## src/rtl/tank_motion_ctrl.sv

```systemverilog
// tank_motion_ctrl: per-frame tank move/collision/fire controller, one instance per player.
// A frame tick starts a fixed 7-cycle sequence: it computes the candidate, checks the bounds and four wall corners, then commits.
module tank_motion_ctrl #(
    parameter int         START_X   = 64,
    parameter int         START_Y   = 64,
    parameter int         STEP      = 1,
    parameter int         COOLDOWN  = 30,
    parameter logic [7:0] KEY_UP    = 8'h1A,
    parameter logic [7:0] KEY_RIGHT = 8'h07,
    parameter logic [7:0] KEY_DOWN  = 8'h16,
    parameter logic [7:0] KEY_LEFT  = 8'h04,
    parameter logic [7:0] KEY_FIRE  = 8'h2C
) (
    input  logic         Clk,
    input  logic         Reset,
    input  logic         frame_clk,
    input  logic [7:0]   keycode,
    input  logic [299:0] wall_map,
    output logic [9:0]   TankX,
    output logic [9:0]   TankY,
    output logic [1:0]   TankDir,
    output logic         fire_pulse,
    output logic         busy
);
    typedef enum logic [2:0] {IDLE, CALC, CHK0, CHK1, CHK2, CHK3, UPD} state_e;
    state_e              state_q, state_d;
    logic [2:0]          sync_q;
    logic                frame_tick, go_q, blk_q, fire_q, oob, hit;
    logic [7:0]          key_q;
    logic signed [10:0]  cx_q, cy_q, cx_d, cy_d, step_s;
    logic [9:0]          x_q, y_q, px, py;
    logic [1:0]          dir_q, corner;
    logic [15:0]         cd_q;
    logic [8:0]          idx;

    assign frame_tick = sync_q[1] & ~sync_q[2];
    assign step_s     = 11'(STEP);

    always_ff @(posedge Clk) begin
        if (Reset) state_q <= IDLE;
        else       state_q <= state_d;
    end

    // go_q delays the start by one cycle so busy spans CALC..UPD only
    always_comb begin
        state_d = state_q;
        case (state_q)
            IDLE:    state_d = go_q ? CALC : IDLE;
            UPD:     state_d = IDLE;
            default: state_d = state_e'(state_q + 3'd1);
        endcase
    end

    always_comb begin
        TankX      = x_q;
        TankY      = y_q;
        TankDir    = dir_q;
        fire_pulse = fire_q;
        busy       = state_q != IDLE;
    end

    always_comb begin
        cx_d   = $signed({1'b0, x_q}) + (key_q == KEY_RIGHT ? step_s : key_q == KEY_LEFT ? -step_s : 11'sd0);
        cy_d   = $signed({1'b0, y_q}) + (key_q == KEY_DOWN ? step_s : key_q == KEY_UP ? -step_s : 11'sd0);
        oob    = cx_d < 11'sd0 || cy_d < 11'sd0 || cx_d > 11'sd608 || cy_d > 11'sd448;
        corner = 2'(state_q - CHK0);
        px     = 10'(cx_q) + (corner[0] ? 10'd31 : 10'd0);
        py     = 10'(cy_q) + (corner[1] ? 10'd31 : 10'd0);
        idx    = blk_q ? 9'd0 : 9'({4'd0, py[9:5]} * 9'd20) + {4'd0, px[9:5]};
        hit    = !blk_q && wall_map[idx];
    end

    always_ff @(posedge Clk) begin
        if (Reset) begin
            sync_q <= '0;
            go_q   <= 1'b0;
            key_q  <= '0;
            cx_q   <= '0;
            cy_q   <= '0;
            blk_q  <= 1'b0;
            x_q    <= 10'(START_X);
            y_q    <= 10'(START_Y);
            dir_q  <= 2'd0;
            fire_q <= 1'b0;
            cd_q   <= '0;
        end else begin
            sync_q <= {sync_q[1:0], frame_clk};
            go_q   <= state_q == IDLE && frame_tick;
            fire_q <= 1'b0;
            if (state_q == IDLE && frame_tick) key_q <= keycode;
            if (state_q == CALC) begin
                cx_q  <= cx_d;
                cy_q  <= cy_d;
                blk_q <= oob;
            end else if (state_q inside {CHK0, CHK1, CHK2, CHK3}) begin
                blk_q <= blk_q | hit;
            end else if (state_q == UPD) begin
                if (!blk_q) begin
                    x_q <= 10'(cx_q);
                    y_q <= 10'(cy_q);
                end
                dir_q <= key_q == KEY_UP ? 2'd0 : key_q == KEY_RIGHT ? 2'd1 :
                         key_q == KEY_DOWN ? 2'd2 : key_q == KEY_LEFT ? 2'd3 : dir_q;
                if (cd_q != 16'd0) begin
                    cd_q <= cd_q - 16'd1;
                end else if (key_q == KEY_FIRE) begin
                    fire_q <= 1'b1;
                    cd_q   <= 16'(COOLDOWN);
                end
            end
        end
    end
endmodule

```

## config.mk

```make
export PLATFORM = sky130hd
export DESIGN_NAME = tank_motion_ctrl
export DESIGN_NICKNAME = d
export VERILOG_FILES = /design/src/rtl/tank_motion_ctrl.sv
export SDC_FILE = /design/constraint.sdc
export NUM_CORES = 1
export LEC_CHECK = 0
export ABC_AREA = 1
export CORE_MARGIN = 2
export CORE_UTILIZATION = 35
export CTS_CLUSTER_SIZE = 20
export DETAILED_ROUTE_END_ITERATION = 8
export GPL_TIMING_DRIVEN = 0
export PLACE_DENSITY = 0.7
export REMOVE_ABC_BUFFERS = 1
export SYNTH_ARGS = -nofsm -noshare
export SYNTH_HDL_FRONTEND = slang
export SYNTH_SLANG_ARGS = --single-unit
```

## constraint.sdc

```tcl
create_clock -name Clk -period 7.4 [get_ports Clk]
set_clock_uncertainty 0.2 [all_clocks]
set_input_delay 1.48 -clock Clk [delete_from_list [all_inputs] [get_ports Clk]]
set_output_delay 1.48 -clock Clk [all_outputs]
set_load 0.02 [all_outputs]
```

==> results.toml <==
[timing]
fin_crit_ns = 5.08
rsz0062_at_grt = "false"
setup_viol = 0
max-slew-margin-rel_pct = 26.0
fmax_ghz = 0.197
finalCritPeriodShare_pct = 68.6
worst_pin_slew_ns = 1.10
slew_viol_final = 0
finalHoldViolations = 0

[synthesis]
synth.yosys.warnings = 0
seq_area_frac_synth_pct = 18.3
synthXorXnorAreaFrac_pct = 2.23
yosysTopAreaCell = "nand3_1"
synth_compound_area_share_pct = 10.7
synth.distinct_cells = 48
synth.area.top_cells = "nand3_1 (22%), nand2_1 (19%), dfxtp_1 (18%)"
synth_edf_count = 0
synth_top_family_by_area = "simple AND/OR/NAND/NOR gates"
synth_simple_gate_area_share_pct = 51.2
synth_fa_ha_area_share_pct = 4.76
synthFlopType = "dfxtp_1"
synth.area.mux_share_pct = 0.122
synth_top_area_share_pct = 22.1
syn_avg_cell_area_um2 = 5.63
async_flop_share_pct = 0
synth-seq-cells = 75
netlist_area_um2 = 8200
synth_cells = 1457

[drt]
routedWlPerCell_um = 15.6
initialDrtViolationCount = 844
vias = 10400
drc_errors = 0
finalWirelength_um = 32000
ant_nets = 0
first_pass_iters = 5
vias_per_cell = 5.06

[hold_path]
hold_path_class = "flop to flop"
worstHoldStart = "sync_q[0]"
min_to = "sync_q[1]"
min_path_cells = 2

[placed_design]
dp_hpwl_um = 24000
gp_congestion = 0.901
dp.cells = 2030
port_buffers = 334
place_area_um2 = 11700

[power_and_ir_drop]
power.static_leakage_nw = 5.55
power_density_nw_per_um2 = 121
finalPower_mw = 1.45
ir_worst_vdd_mv = 0.116

[clocking]
cts_max_level = 3
cts_hold_buf = 0
ctsResizeCount = 0
cts_buffers = 9
insertion_delay_ns = 0.34
clkTransAtPathRegs_ns = 0.06
cts_tree = "done"
post_cts_buffers = 0
clock_path_buffers = 2
clock-sinks = 75
cts_root_buf = "clkbuf_16"

[floorplanning]
die_w_um = 157
rows = 55
die_height_um = 157
die_area_um2 = 24700
core_area_um2 = 22800
start_util_pct = 35.9
io_pins = 335

[cells_and_area]
fin_nets = 2069
syn2layout_area_growth_pct = 46.0
fin_cells = 2047
drive_gt1_share_pct = 4.33
final_util_pct = 52.4
fin_area_um2 = 12000

[critical_path]
path_buf_inv = 3
worstPathRequired_ns = 7.48
rr_worst_depth = 21
slowest_delay_ns = 0.94
slowest_stage = "clkinv_1"
r2r_start = "state_q[0]"
r2r-end = "blk_q"
start_kind = "flop"
critPathKind = "flop to flop"
crit_chain = "ha_1, nand2_1, inv_1, a21oi_2, nand2_2, nand2_2, nand2_2, nand2_2, nand2_2, nand2_1, inv_1, ha_1, nand2_1, clkinv_1, nand3_1, nand3_1, nand3_1, nand3_1, nand3_1, nand3_1, a21oi_2"
crit_top_cell = "nand3_1"
reg2reg_slack_ns = 2.32
path_max_fanout = 20
arrival_ns = 5.16
cp-end-kind = "flop"
critPathTopFamily = "simple AND/OR/NAND/NOR gates"

[status]
status = "completed"

[global_routing]
grt_max_degree = 80
grt_util_met1_pct = 29.7
grt_first_pass_wirelength_um = 48500
gr-usage-all-layers_pct = 24.4
met2_usage_pct = 44.0
first_global_vias = 9265
met3_usage_pct = 5.09
overflow = 0
antenna_found_initial = 1
grt_busiest_layer = "met2"

[job]
drv_cap = 0
metrics by stage:
step           hold slack, ns  setup TNS [ns]  setup WS (ns)
2_1_floorplan           0.188               0           1.78
3_3_place_gp            0.201           -1.07          -1.07
3_5_place_dp            0.206               0           2.29
4_1_cts                 0.216               0           2.25
5_1_grt                 0.231               0           1.85
6_report                0.213               0           2.32
layer usage:
| layer | vias to the layer above | part of all wire (%) |
|---|---|---|
| met4 | 0 | 2.1 |
| met3 | 44 | 7.1 |
| li1 | 5327 | - |
| met2 | 312 | 49 |
| met1 | 4677 | 42 |
| met5 | - | 0 |
synthesized netlist by cell type, drive strengths merged, types with 4 or more instances:
library cell	n
nand3	368
nand2	419
a31oi	4
nand4	15
a21oi	53
o41ai	7
ha	28
xor2	16
or2	4
nor2	110
buf	52
clkbuf	27
dfxtp	75
xnor2	4
o211ai	11
o21ai	63
nor3	12
nand3b	6
inv	164
cell type report:
class / count / area (um^2)
repair buffers: 339 / 3470
inverters: 166 / 626
clock inverters: 5 / 61.3
flip-flops and latches: 75 / 1500
multi-input cells: 1137 / 5680
well taps: 313 / 392
clock buffers: 11 / 243
diodes: 1 / 2.50
fillers: 2347 / 10900
registers in the layout (all words and copies together) (netlist names):
signal      cells
TankDir         2
TankX          10
TankY          10
blk_q           1
cd_q           16
cx_q           10
cy_q           10
fire_pulse      1
go_q            1
key_q           8
state_q         3
sync_q          3
layout by cell type, fill, tap and decap left out, types with 13 or more instances in the layout:
master | Yosys | routed
o21ai_0 | 61 | 61
nor2_1 | 100 | 98
a21oi_1 | 50 | 50
nand3_1 | 362 | 362
dfxtp_1 | 75 | 75
nand4_1 | 14 | 14
inv_1 | 156 | 155
clkdlybuf4s50_1 | 0 | 334
nand2_1 | 405 | 404
nand2_2 | 13 | 13
xor2_1 | 15 | 15
ha_1 | 28 | 28
how the worst max path moves through the flow:
stage | startpoint | end | slack, ns | cells after the start
after detailed placement | state_q[0] | blk_q | 2.29 | 21
after CTS | state_q[0] | blk_q | 2.25 | 21
final | state_q[0] | blk_q | 2.32 | 21
after floorplan | state_q[0] | blk_q | 1.78 | 18
after global placement | state_q[0] | blk_q | -1.07 | 17
after global routing | state_q[0] | blk_q | 1.85 | 23
report_power, final:
part	internal [mW]	leakage, nW	switching [mW]
clock network	0.272	0.150	0.176
logic	0.280	4.80	0.297
registers	0.413	0.607	0.00836
cells by family after synthesis:
family                   count (synthesis)
multiplexers                             1
adder cells (fa/ha/maj)                 30
buffers and inverters                  245
AO/OA/AOI/OAI                          152
XOR/XNOR                                20
AND/OR/NAND/NOR                        934
flip-flops                              75
worst register-to-register path, cell delays in order, from the launching register on:
cell	delay, ns
dfxtp_1	0.57
ha_1	0.34
nand2_1	0.10
inv_1	0.05
a21oi_2	0.18
nand2_2	0.11
nand2_2	0.09
nand2_2	0.06
nand2_2	0.07
nand2_2	0.08
nand2_1	0.06
inv_1	0.05
ha_1	0.28
nand2_1	0.73
clkinv_1	0.95
nand3_1	0.37
nand3_1	0.14
nand3_1	0.15
nand3_1	0.09
nand3_1	0.07
nand3_1	0.14
a21oi_2	0.14
Power figures use the tool's default switching activity.
